`config.mk`:
```
export PLATFORM = sky130hd
export DESIGN_NAME = tcp_vlg_tx_sched_flat
export DESIGN_NICKNAME = d
export VERILOG_FILES = /design/src/rtl/tcp_vlg_tx_sched_if.sv /design/src/rtl/tcp_vlg_tx_sched.sv /design/src/flat_wrapper.sv
export SDC_FILE = /design/constraint.sdc
export NUM_CORES = 1
export LEC_CHECK = 0
export CAP_MARGIN = 0
export CORE_AREA = 5 5 512 514
export CTS_CLUSTER_DIAMETER = 120
export DETAILED_ROUTE_END_ITERATION = 8
export DIE_AREA = 0 0 517 519
export PLACE_DENSITY_LB_ADDON = 0.12
export SYNTH_ARGS = -nofsm -noshare
export SYNTH_HDL_FRONTEND = slang
export SYNTH_SLANG_ARGS = --single-unit
```
`constraint.sdc`:
```
create_clock -name clk -period 1.6 [get_ports clk]
set_clock_uncertainty 0.15 [all_clocks]
set_input_delay 0.16 -clock clk [delete_from_list [all_inputs] [get_ports clk]]
set_output_delay 0.16 -clock clk [all_outputs]
set_load 0.005 [all_outputs]
```
`src/rtl/tcp_vlg_tx_sched_if.sv`:
```
// TX-side handshake between the scheduler (master) and the TX datapath (slave).
interface tcp_vlg_tx_sched_if #(
    parameter int unsigned META_W   = 256,
    parameter int unsigned PKT_ID_W = 16
);

    logic                tx_rdy;
    logic [META_W-1:0]   tx_meta;
    logic [PKT_ID_W-1:0] tx_pkt_id;
    logic                tx_acc;
    logic                tx_done;

    modport master (
        output tx_rdy,
        output tx_meta,
        output tx_pkt_id,
        input  tx_acc,
        input  tx_done
    );

    modport slave (
        input  tx_rdy,
        input  tx_meta,
        input  tx_pkt_id,
        output tx_acc,
        output tx_done
    );

endinterface

```
`src/rtl/tcp_vlg_tx_sched.sv`:
```
// TCP TX scheduler: arbitrates N_SRC packet requesters onto one TX port,
// stamps packet IDs, aborts stalled packets, and hands TX to the engine
// through a combinational bypass while the connection is down.
module tcp_vlg_tx_sched #(
    parameter int unsigned N_SRC    = 3,
    parameter int unsigned META_W   = 256,
    parameter int unsigned RR_MODE  = 0,
    parameter int unsigned TIMEOUT  = 1024,
    parameter int unsigned PKT_ID_W = 16
) (
    input  logic                      clk,
    input  logic                      rst,
    input  logic                      connected,
    input  logic [N_SRC-1:0]          req,
    input  logic [N_SRC*META_W-1:0]   req_meta,
    output logic [N_SRC-1:0]          sent,
    output logic [N_SRC-1:0]          fail,
    input  logic                      eng_rdy,
    input  logic [META_W-1:0]         eng_meta,
    output logic                      eng_acc,
    output logic                      eng_done,
    tcp_vlg_tx_sched_if.master        tx,
    output logic                      busy
);

    localparam int unsigned IDX_W = $clog2(N_SRC);
    localparam int unsigned TMR_W = $clog2(TIMEOUT);

    typedef enum logic [1:0] {
        S_IDLE,
        S_ACTIVE,
        S_SENT
    } state_t;

    state_t              state;
    logic                rdy_s;
    logic [META_W-1:0]   meta_q;
    logic [IDX_W-1:0]    gnt_q;
    logic [IDX_W-1:0]    ptr;
    logic [TMR_W-1:0]    timer;
    logic [PKT_ID_W-1:0] pkt_id;

    logic                any_req_c;
    logic [IDX_W-1:0]    grant_c;
    logic [IDX_W-1:0]    ptr_next_c;
    logic                acc_s_c;
    logic                done_s_c;
    logic                timer_hit_c;

    // Scheduler only sees TX handshakes while it owns the port.
    assign acc_s_c  = connected & tx.tx_acc;
    assign done_s_c = connected & tx.tx_done;

    // Timer is 0 in the first ACTIVE cycle; abort fires as it would reach TIMEOUT-1,
    // so fail lands exactly TIMEOUT cycles after the grant decision.
    assign timer_hit_c = (timer == TMR_W'(TIMEOUT - 2));

    // Round-robin pointer moves just past the packet that leaves ACTIVE.
    assign ptr_next_c = IDX_W'((32'(gnt_q) + 32'd1) % N_SRC);

    // Grant selection: lowest index, or first requester at/after ptr with wrap.
    always_comb begin
        int unsigned idx;
        idx       = 0;
        grant_c   = '0;
        any_req_c = |req;
        if (RR_MODE == 0) begin
            for (int i = N_SRC - 1; i >= 0; i--) begin
                if (req[i]) grant_c = IDX_W'(i);
            end
        end else begin
            for (int k = N_SRC - 1; k >= 0; k--) begin
                idx = (32'(ptr) + 32'(k)) % N_SRC;
                if (req[idx]) grant_c = IDX_W'(idx);
            end
        end
    end

    // Scheduler FSM with registered handshake, pulse and ID state.
    always_ff @(posedge clk) begin
        if (rst) begin
            state  <= S_IDLE;
            rdy_s  <= 1'b0;
            meta_q <= '0;
            gnt_q  <= '0;
            ptr    <= '0;
            timer  <= '0;
            pkt_id <= '0;
            sent   <= '0;
            fail   <= '0;
            busy   <= 1'b0;
        end else begin
            sent <= '0;
            fail <= '0;
            case (state)
                S_IDLE: begin
                    if (connected && any_req_c) begin
                        gnt_q  <= grant_c;
                        meta_q <= req_meta[32'(grant_c) * META_W +: META_W];
                        rdy_s  <= 1'b1;
                        timer  <= '0;
                        busy   <= 1'b1;
                        state  <= S_ACTIVE;
                    end
                end
                S_ACTIVE: begin
                    timer <= timer + TMR_W'(1);
                    if (acc_s_c) rdy_s <= 1'b0;
                    if (done_s_c) begin
                        rdy_s        <= 1'b0;
                        sent[gnt_q]  <= 1'b1;
                        pkt_id       <= pkt_id + PKT_ID_W'(1);
                        ptr          <= ptr_next_c;
                        state        <= S_SENT;
                    end else if (!connected || timer_hit_c) begin
                        rdy_s        <= 1'b0;
                        fail[gnt_q]  <= 1'b1;
                        ptr          <= ptr_next_c;
                        state        <= S_SENT;
                    end
                end
                S_SENT: begin
                    busy  <= 1'b0;
                    state <= S_IDLE;
                end
                default: begin
                    busy  <= 1'b0;
                    state <= S_IDLE;
                end
            endcase
        end
    end

    // TX ownership mux: scheduler when connected, engine bypass otherwise.
    assign tx.tx_rdy    = connected ? rdy_s  : eng_rdy;
    assign tx.tx_meta   = connected ? meta_q : eng_meta;
    assign tx.tx_pkt_id = pkt_id;
    assign eng_acc      = ~connected & tx.tx_acc;
    assign eng_done     = ~connected & tx.tx_done;

endmodule

```
`src/flat_wrapper.sv`:
```
// flat-port wrapper written by rule: the top's interface ports become plain ports
module tcp_vlg_tx_sched_flat 
#(
    parameter int unsigned N_SRC    = 3,
    parameter int unsigned META_W   = 256,
    parameter int unsigned RR_MODE  = 0,
    parameter int unsigned TIMEOUT  = 1024,
    parameter int unsigned PKT_ID_W = 16
)
  (clk, rst, connected, req, req_meta, sent, fail, eng_rdy, eng_meta, eng_acc, eng_done, busy, tx_tx_rdy, tx_tx_meta, tx_tx_pkt_id, tx_tx_acc, tx_tx_done);
  tcp_vlg_tx_sched_if #(.META_W(META_W), .PKT_ID_W(PKT_ID_W)) tx_i ();
  input  logic clk;
  input  logic rst;
  input  logic connected;
  input  logic [N_SRC-1:0] req;
  input  logic [N_SRC*META_W-1:0] req_meta;
  output logic [N_SRC-1:0] sent;
  output logic [N_SRC-1:0] fail;
  input  logic eng_rdy;
  input  logic [META_W-1:0] eng_meta;
  output logic eng_acc;
  output logic eng_done;
  output logic busy;
  output wire logic [$bits(tx_i.tx_rdy)-1:0] tx_tx_rdy;
  output wire logic [$bits(tx_i.tx_meta)-1:0] tx_tx_meta;
  output wire logic [$bits(tx_i.tx_pkt_id)-1:0] tx_tx_pkt_id;
  input wire logic [$bits(tx_i.tx_acc)-1:0] tx_tx_acc;
  input wire logic [$bits(tx_i.tx_done)-1:0] tx_tx_done;
  assign tx_tx_rdy = tx_i.tx_rdy;
  assign tx_tx_meta = tx_i.tx_meta;
  assign tx_tx_pkt_id = tx_i.tx_pkt_id;
  assign tx_i.tx_acc = tx_tx_acc;
  assign tx_i.tx_done = tx_tx_done;
  tcp_vlg_tx_sched #(.N_SRC(N_SRC), .META_W(META_W), .RR_MODE(RR_MODE), .TIMEOUT(TIMEOUT), .PKT_ID_W(PKT_ID_W)) u_core (.clk(clk), .rst(rst), .connected(connected), .req(req), .req_meta(req_meta), .sent(sent), .fail(fail), .eng_rdy(eng_rdy), .eng_meta(eng_meta), .eng_acc(eng_acc), .eng_done(eng_done), .tx(tx_i), .busy(busy));
endmodule
```
# ---- Yosys cells after proc, flatten, opt, wreduce, memory -nomap -nowiden
# Cells that the tools add are included.
dict set report totals {
  register_bits 294
  in_bits 1033
  output_inout_bits 282
  elab_cells 61
}
dict set report op_classes {
  addsub 2
  magnitude_cmp 2
  n_eq_ne 5
  shift 1
  muxes 19
  n_bitwise 8
  reduce_logical 15
}
# op count
set op_table {}
lappend op_table {{$shiftx 768x11->256} 1}
lappend op_table {{$mux 256} 1}
lappend op_table {{$pmux 10 s2} 1}
lappend op_table {{$add 16x1->16 const B} 1}
lappend op_table {{$mux 2} 6}
lappend op_table {{$add 10x1->10 const B} 1}
lappend op_table {{$eq 10x10->1 const B} 1}
lappend op_table {{$mux 10} 1}
lappend op_table {{$reduce_and 2->1} 5}
lappend op_table {{$mux 1} 6}
lappend op_table {{$reduce_or 3->1} 2}
lappend op_table {{$and 1x1->1} 4}
lappend op_table {{$ne 4x1->1 const B} 1}
lappend op_table {{$not 1->1} 4}
lappend op_table {{$pmux 1 s2} 2}
lappend op_table {{$pmux 2 s2} 1}
lappend op_table {{$reduce_or 4->1} 1}
lappend op_table {{$lt 2x3->1 const B} 1}
lappend op_table {{$ne 3x1->1 const B} 1}
lappend op_table {{$reduce_and 3->1} 1}
lappend op_table {{$demux 1 s2} 1}
lappend op_table {{$eq 2x1->1 const B} 1}
lappend op_table {{$ge 2x1->1 const B} 1}
lappend op_table {{$logic_and 1x1->1} 2}
lappend op_table {{5 further kinds} 5}

# ---- Logic depth before layout (Yosys ltp)
dict set report logic_depth {
  word_depth 5
  depth_mapped 7
  depth_no_buf 6
}

# ---- Worst setup path before layout
# OpenSTA, ideal clock, no wires.
dict set report synth_timing {
  kind {register to register}
  startpoint {register u_core.pkt_id[0], in the netlist u_core.tx.tx_pkt_id[0]}
  endpoint {register u_core.pkt_id[14], in the netlist u_core.tx.tx_pkt_id[14]}
  setup_time_ps 70
  t_arrival_ps 1537
  required_time_ps 1380
  slack_ps -158
  path_stages_with_launch 6
  n_path_buf 0
  period_less_slack_ps 1758
  cell_sequence {dfxtp_1 -> ha_1 -> and4_1 -> nand2_1 -> or4_1 -> a21oi_1}
}
dict set report synth_via {
  elab_chain_len 1
}
# element line_no
set synth_lines {}
lappend synth_lines {{start, declared} tcp_vlg_tx_sched.sv:41} ;# logic [PKT_ID_W-1:0] pkt_id;
lappend synth_lines {{start signal, assigned} tcp_vlg_tx_sched.sv:112} ;# pkt_id <= pkt_id + PKT_ID_W'(1);
lappend synth_lines {{$add 16x1->16} tcp_vlg_tx_sched.sv:112}
# Every way passes these cells.
# A chain may end at the register's enable or synchronous reset.

# ---- Worst setup path in the final report
dict set report layout_timing {
  startpoint {register u_core.state[0]}
  endpoint {register u_core.meta_q[101]}
}
dict set report layout_via {
  elab_chain_len 2
}
# element line_no
set layout_lines {}
lappend layout_lines {{start, declared} tcp_vlg_tx_sched.sv:35} ;# state_t state;
lappend layout_lines {{start signal, assigned} tcp_vlg_tx_sched.sv:82} ;# state <= S_IDLE;
lappend layout_lines {{start signal, assigned} tcp_vlg_tx_sched.sv:103} ;# state <= S_ACTIVE;
lappend layout_lines {{start signal, assigned} tcp_vlg_tx_sched.sv:114} ;# state <= S_SENT;
lappend layout_lines {{$logic_not 2->1} tcp_vlg_tx_sched.sv:95} ;# case (state)
lappend layout_lines {{$reduce_and 2->1 (no source line)} n/a}
lappend layout_lines {{end signal, assigned} tcp_vlg_tx_sched.sv:99} ;# meta_q <= req_meta[32'(grant_c) * META_W +: META_W];
lappend layout_lines {{end, declared} tcp_vlg_tx_sched.sv:37} ;# logic [META_W-1:0] meta_q;
# Every way passes these cells.

==> results_dict.tcl <==
set metrics [dict create \
    outcome "finished with violations" \
    failing_checks "negative hold slack, negative setup slack" \
    power_density_nw_per_um2 695 \
    p_leak_uw 0.0167 \
    worstSetupEndpoint "u_core.meta_q[101]" \
    synth-seq-cells 294 \
    drtIter0Drc 915 \
    cp_cell_sequence "or3_4 -> nor2_4 -> buf_6 -> buf_6 -> buf_16 -> buf_12 -> buf_16 -> a22o_1" \
    die_area_um2 268000 \
    first_global_vias 23607 \
    final_max_slew_viol_count 0 \
    initial_antenna_violation_count 106 \
    grt_first_pass_wirelength_mm 240 \
    chipWidth_um 517 \
    rsz0062_at_grt "yes" \
    timing.max_slew.rel_slack_pct 64.2 \
    r2r-start "u_core.state[0]" \
    io_pins 1315 \
    dpl.cell_count 6678 \
    design.final.nets 4580 \
    post_synth_inst_count 1905 \
    clock_tree.buffer_depth 3 \
    postLayoutSetupSlackWorst_ns -0.276 \
    clock_tree_from_tritoncts "done" \
    route.vias.total 21940 \
    drive_above_1_share_pct 35.1 \
    max_clock_freq_ghz 0.533 \
    seq_area_um2 6210 \
    yosysSeqAreaShare_pct 33.5 \
    syn-cell-area_um2 17600 \
    reg2regPathDepth 8 \
    route.detailed.drc 0 \
    critical_path_required_ns 2.06 \
    fin_hold_ws_ns -0.0120 \
    floorplan.rows 186 \
    io_buffer_count 1314 \
    gp_routability_congestion 0.818 \
    htree_num_levels 2 \
    ys_types 41 \
    most-common-layout-cells "sky130_fd_sc_hd__clkdlybuf4s50_1 (1028), sky130_fd_sc_hd__buf_6 (273), sky130_fd_sc_hd__nand2_1 (268)" \
    worst-slew-pin-transition_ns 0.523 \
    wire_per_inst_um 27.5 \
    worst_setup_path_end_kind "flip-flop" \
    regToRegSetupSlack_ns -0.28 \
    synth-warning-count 0 \
    synthesis.area_per_instance_um2 9.23 \
    peakVddDrop_v 0.000539 \
    setup.worst_path.start "u_core.state[0]" \
    final_common_cell "sky130_fd_sc_hd__clkdlybuf4s50_1" \
    cts_num_sinks 294 \
    setup_total_negative_slack_ns -71.86 \
    place_ws_ns -1.18 \
    instances_no_fill 6984 \
    setup.worst_path.start_class "flip-flop" \
    finalWorstPathRequiredPeriod_ns 1.88 \
    route.detailed.vias_per_inst 3.14 \
    timing.critical_path.arrival_ns 2.33 \
    clk_pin_slew_worst_paths_ns 0.06 \
    setup-violations-final 527 \
    cts_root_buffer "sky130_fd_sc_hd__clkbuf_16" \
    worst_r2r_endpoint "u_core.meta_q[101]" \
    postRouteAntennaNets 0 \
    max_stage_delay_ns 0.38 \
    timing.final.hold_violations 1 \
    grt_max_degree 60 \
    total_iterations_of_the_first_detailed_routing_run 4 \
    holdCritPathClass "in2reg" \
    layout-area-overhead-vs-synth_pct 144 \
    n_fill_cell 28733 \
    multi_input_gate_area_um2 12100 \
    coreArea_um2 256000 \
    detail_route.wirelength_mm 192 \
    cp_max_fo 10 \
    clock_buffer_count_from_cts 51 \
    post-dp-hpwl_mm 164 \
    die_height_um 519 \
    initial_utilization_pct 6.85 \
    grt_usage_pct 13.4 \
    setup.worst_path.class "reg2reg" \
    final.period_utilization_pct 117 \
    postSynthNetCount 2941 \
    clk-insertion-delay-late_ns 0.65 \
    crit_slowest_cell "sky130_fd_sc_hd__or3_4" \
    maxCapViolations 0 \
    grt_overflow 0 \
]
## how the worst min path moves through the flow
stage | from | to | cells past startpoint
2_1_floorplan | tx_tx_done | u_core.state[0] | 2
3_3_place_gp | u_core.meta_q[255] | u_core.meta_q[255] | 1
3_5_place_dp | u_core.meta_q[197] | u_core.meta_q[197] | 1
4_1_cts | connected | u_core.rdy_s | 6
5_1_grt | tx_tx_done | u_core.tx.tx_pkt_id[13] | 5
6_report | tx_tx_done | u_core.tx.tx_pkt_id[13] | 5
## metrics by stage
step | power, uW | util [%] | instance area (um2)
4_1_cts | 30300 | 16.1 | 41400
2_1_floorplan | 10800 | - | 17800
3_3_place_gp | 17400 | 14.3 | 36600
5_1_grt | 31400 | 16.7 | 42800
6_report | 29700 | 16.7 | 42800
3_5_place_dp | 17300 | 14.3 | 36600
## routing by layer
layer | share of wire, % | routed length (um) | global-route usage, % | vias to the layer above
li1 | - | - | - | 10376
met1 | 39 | 75200 | 15.1 | 10241
met2 | 48 | 92600 | 23.5 | 1012
met3 | 10 | 20100 | 6.12 | 229
met4 | 1.8 | 3410 | 2.37 | 82
met5 | 0.26 | 506 | 0 | -
## layout make-up
class | count | share of cell area [%]
antenna | 20 | 0.117
clock buffer | 74 | 3.39
clock inverter | 15 | 0.406
inverter | 5 | 0.0439
multi-input combinational | 1428 | 28.2
sequential | 294 | 14.5
tap | 3384 | 9.89
timing repair buffer | 1764 | 43.4
## Yosys cell counts
cell type | n | area share [%]
sky130_fd_sc_hd__o31ai_1 | 4 | 0.17
sky130_fd_sc_hd__clkbuf_1 | 63 | 1.3
sky130_fd_sc_hd__a21o_1 | 1 | 0.043
sky130_fd_sc_hd__nor3b_2 | 1 | 0.071
sky130_fd_sc_hd__o41ai_1 | 4 | 0.20
sky130_fd_sc_hd__nor2_2 | 1 | 0.036
sky130_fd_sc_hd__o21a_1 | 1 | 0.043
sky130_fd_sc_hd__ha_1 | 3 | 0.21
sky130_fd_sc_hd__and4_1 | 3 | 0.15
sky130_fd_sc_hd__mux2_2 | 257 | 16
sky130_fd_sc_hd__dfxtp_1 | 294 | 33
sky130_fd_sc_hd__nand2_1 | 270 | 5.8
sky130_fd_sc_hd__or3_1 | 8 | 0.28
sky130_fd_sc_hd__nand2b_1 | 4 | 0.14
sky130_fd_sc_hd__a22o_1 | 256 | 13
sky130_fd_sc_hd__xor2_1 | 6 | 0.30
sky130_fd_sc_hd__and2_1 | 2 | 0.071
sky130_fd_sc_hd__xnor2_1 | 4 | 0.20
sky130_fd_sc_hd__a21oi_1 | 19 | 0.54
sky130_fd_sc_hd__nand4_1 | 10 | 0.36
sky130_fd_sc_hd__mux2i_1 | 256 | 15
sky130_fd_sc_hd__nor2b_1 | 5 | 0.18
sky130_fd_sc_hd__and3_1 | 2 | 0.071
sky130_fd_sc_hd__o21ai_0 | 259 | 7.4
sky130_fd_sc_hd__and4b_1 | 1 | 0.057
sky130_fd_sc_hd__a31o_2 | 1 | 0.050
sky130_fd_sc_hd__a41oi_1 | 1 | 0.050
sky130_fd_sc_hd__buf_4 | 5 | 0.21
sky130_fd_sc_hd__o2111ai_1 | 1 | 0.050
sky130_fd_sc_hd__inv_1 | 5 | 0.11
sky130_fd_sc_hd__nand4b_4 | 1 | 0.14
sky130_fd_sc_hd__or4_1 | 3 | 0.13
sky130_fd_sc_hd__mux2_1 | 1 | 0.064
sky130_fd_sc_hd__nor3_1 | 6 | 0.17
sky130_fd_sc_hd__buf_2 | 110 | 3.1
sky130_fd_sc_hd__nor2_1 | 18 | 0.38
sky130_fd_sc_hd__nand3b_1 | 1 | 0.043
sky130_fd_sc_hd__nor4_1 | 4 | 0.14
sky130_fd_sc_hd__nand3_1 | 8 | 0.23
sky130_fd_sc_hd__or4b_1 | 1 | 0.057
sky130_fd_sc_hd__o21ai_1 | 5 | 0.14
## critical path: cells and delay by family (launching register included)
kind                   cells  cell delay, ns
flip-flops                 1            0.33
AO/OA/AOI/OAI              1            0.14
buffers and inverters      5            0.64
AND/OR/NAND/NOR            2            0.49
## where the power goes
| group | total (uW) | switching (uW) | internal, uW | leakage (uW) |
|---|---|---|---|---|
| clock network | 11200 | 4600 | 6580 | 0.000793 |
| logic | 10300 | 4090 | 6160 | 0.0134 |
| registers | 8300 | 377 | 7930 | 0.00251 |
| total | 29700 | 9070 | 20700 | 0.0167 |
## kinds of logic after synthesis
group | Yosys count | share of synthesized area, %
AND/OR/NAND/NOR | 349 | 8.47
XOR/XNOR | 10 | 0.498
multiplexers | 514 | 31.1
flip-flops | 294 | 33.5
adder cells (fa/ha/maj) | 3 | 0.214
AO/OA/AOI/OAI | 552 | 21.4
buffers and inverters | 183 | 4.80
## repair_timing
| action | CTS | global route |
|---|---|---|
| setup buffers | 62 | 42 |
| gates cloned | 11 | 11 |
| pin swaps | 18 | 97 |
| endpoints found under the setup margin | 559 | 553 |
| gates resized for setup | 1608 | 284 |
| hold buffers | 83 | 1 |
| endpoints found under the hold margin | 85 | 2 |
## flip-flops by register name, indices dropped and copies added (netlist names)
signal and flops:
u_core.meta_q 256, u_core.state 2, u_core.gnt_q 2, u_core.sent 3, u_core.tx.tx_pkt_id 16, u_core.timer 10
u_core.fail 3, u_core.rdy_s 1, u_core.busy 1
No activity file was read; power rests on OpenSTA's default activity.
==> RTL change, RTL diff (config.mk and constraints unchanged) <==
`PKT_ID_W` is set to 16 in 3 places; all go to 20.
--- a/src/rtl/tcp_vlg_tx_sched_if.sv
+++ b/src/rtl/tcp_vlg_tx_sched_if.sv
@@ -2,5 +2,5 @@
 interface tcp_vlg_tx_sched_if #(
     parameter int unsigned META_W   = 256,
-    parameter int unsigned PKT_ID_W = 16
+    parameter int unsigned PKT_ID_W = 20
 );
 
--- a/src/rtl/tcp_vlg_tx_sched.sv
+++ b/src/rtl/tcp_vlg_tx_sched.sv
@@ -7,5 +7,5 @@
     parameter int unsigned RR_MODE  = 0,
     parameter int unsigned TIMEOUT  = 1024,
-    parameter int unsigned PKT_ID_W = 16
+    parameter int unsigned PKT_ID_W = 20
 ) (
     input  logic                      clk,
--- a/src/flat_wrapper.sv
+++ b/src/flat_wrapper.sv
@@ -6,5 +6,5 @@
     parameter int unsigned RR_MODE  = 0,
     parameter int unsigned TIMEOUT  = 1024,
-    parameter int unsigned PKT_ID_W = 16
+    parameter int unsigned PKT_ID_W = 20
 )
   (clk, rst, connected, req, req_meta, sent, fail, eng_rdy, eng_meta, eng_acc, eng_done, busy, tx_tx_rdy, tx_tx_meta, tx_tx_pkt_id, tx_tx_acc, tx_tx_done);
Interface: changed (resized tx_tx_pkt_id); port bits go from 1315 to 1319. No check against the original RTL was run, so the function may have changed too.
==> RTL change against the original RTL <==
  * The flow finishes with violations (negative setup slack)
  * Synthesized cell count up 1.3%
  * Worst setup slack better by 60 ps
  * Count of clock-buffer cells in the layout up 2
  * Design area down 1.4%
  * Routed wire length down 7.3%
  * Largest power group unchanged
  * Via count down 1.4%
  * Sequential share of layout area up 0.38 points
  * Critical path type unchanged
  * Power down 0.91%
  * Utilization down 0.23 points
  * Non-clock buffer count down 28
  * Sequential cell count up 4
  * Area after synthesis up 1.5%
==> RTL change: results (changes against the original RTL) <==
- Result of the run: finished, violations left
- Violated checks: negative setup slack
- Maximum number of pins on one net before global-route repair: 44 (-27%)
- Drt initial violations: 861 (-5.9%)
- Design internal power: 20.7 mW (+0.31%)
- DR vias/cell: 3.10 (-1.2%)
- Placer congestion estimate: 0.818 (about the same)
- Via count of the first global-routing pass: 23548 (-0.25%)
- Total placed cells including tap cells: 6724 (+0.69%)
- Arrival time reported for the critical path endpoint: 2250 ps (-80 ps)
- Met3 usage: 5.29% (-0.83 points)
- Leakage power: 16.4 nW (-1.4%)
- NumNets Final: 4574 (-0.13%)
- Met1 track demand over resource in global routing: 13.9% (-1.1 points)
- Delay of the slowest critical-path stage: 470 ps (+90 ps)
- Post-route worst setup slack: -216 ps (+59.9 ps)
- Synthesized area per cell: 9.24 µm² (+0.15%)
- Met2 track demand over resource in global routing: 21.8% (-1.8 points)
- Worst slew margin relative to its limit: 68.5% (+4.3 points)
- Count of port buffers added during placement: 1318 (+0.30%)
- Routed via count: 21632 (-1.4%)
- Detailed placer's ending HPWL: 150 mm (-8.1%)
- Portion of the post-synthesis area used by sequential elements: 33.5% (about the same)
- Router iterations before antenna repair: 5 (+1)
- GRT Resource Usage Total: 12.3% (-1.1 points)
- Cells taking the most area after synthesis: dfxtp_1 (33%), mux2_2 (16%), mux2i_1 (14%), a22o_1 (13%), o21ai_0 (7.4%)
- Antenna violations before repair: 82 (-23%)
- Fraction of final layout cells sized beyond drive strength 1: 34.0% (-1.0 points)
- Final setup viols: 539 (+2.3%)
- Critical path peak fanout: 5 (-5)
## RTL change: cell count changes after synthesis, sizes merged, moves of 4 or more
cell,unedited run,this run
or3,8,3
dfxtp,294,298
nand2,270,275
buf,115,136
clkbuf,63,45
## RTL change: cell type report
cell class / instances / area share [%]
Timing Repair Buffer: 1736 / 42.4
Multi-Input combinational cell: 1446 / 28.6
Sequential cell: 298 / 14.9
Tap cell: 3384 / 10.0
Clock buffer: 76 / 3.60
Clock inverter: 13 / 0.329
Antenna cell: 14 / 0.0830
Inverter: 5 / 0.0445
## RTL change: final timing paths
check                                  start                                   end  slack (ps)  cells after the start
max             u_core.state[1]$_SDFFE_PP0P_  u_core.tx.tx_pkt_id[17]$_SDFFE_PP0P_        -220                      6
min                            req_meta[564]        u_core.meta_q[52]$_SDFFE_PP0P_          80                      4
max reg2reg     u_core.state[1]$_SDFFE_PP0P_  u_core.tx.tx_pkt_id[17]$_SDFFE_PP0P_        -220                      6
min reg2reg  u_core.meta_q[177]$_SDFFE_PP0P_       u_core.meta_q[177]$_SDFFE_PP0P_         310                      1
## RTL change: repair_timing
action / CTS / global route
resized for setup: 1865 / 63
endpoints found under the hold margin: 94 / 0
gates cloned: 2 / 10
pin swaps: 21 / 6
setup buffers: 56 / 15
hold buffers: 63 / 0
setup endpoints to repair: 576 / 565
## RTL change: per-stage QoR
| step | power [mW] | setup TNS [ps] | hold WS, ps | setup WS, ps |
|---|---|---|---|---|
| after CTS | 30.2 | -92030 | 0.316 | -273 |
| final | 29.5 | -51160 | 83.6 | -216 |
| after global routing | 31.1 | -96810 | 37.7 | -303 |
| after global placement | 17.2 | -303440 | 305 | -1630 |
| after detailed placement | 17.1 | -300910 | 307 | -1630 |
| after floorplan | 10.9 | -29810 | 229 | -125 |
## RTL change: cell families after synthesis
group	Yosys count	synth area share, %
flops	298	33.5
simple gates	359	8.83
compound gates	563	21.6
fa+ha+maj	3	0.211
buf+inv	186	4.94
mux	513	30.6
xor+xnor	8	0.393
## RTL change: worst register-to-register path, stage by stage, from the launching register on
cell,delay (ps)
dfxtp_4,370
nand4b_4,180
buf_12,160
buf_8,130
nor4_4,170
or4b_1,470
a21oi_1,120
## RTL change: layer usage
| metal | share of wire [%] | vias to the layer above |
|---|---|---|
| met5 | 0.29 | - |
| met4 | 1.3 | 78 |
| met1 | 40 | 9983 |
| li1 | - | 10397 |
| met2 | 49 | 980 |
| met3 | 10 | 194 |
## RTL change: power groups by stage
stage | registers, mW | logic (mW) | clock network [mW]
2_1_floorplan | 8.28 | 2.57 | 0
3_3_place_gp | 8.50 | 8.70 | 0
3_5_place_dp | 8.49 | 8.65 | 0
4_1_cts | 8.42 | 9.67 | 12.1
5_1_grt | 8.47 | 10.3 | 12.3
6_report | 8.41 | 9.63 | 11.4
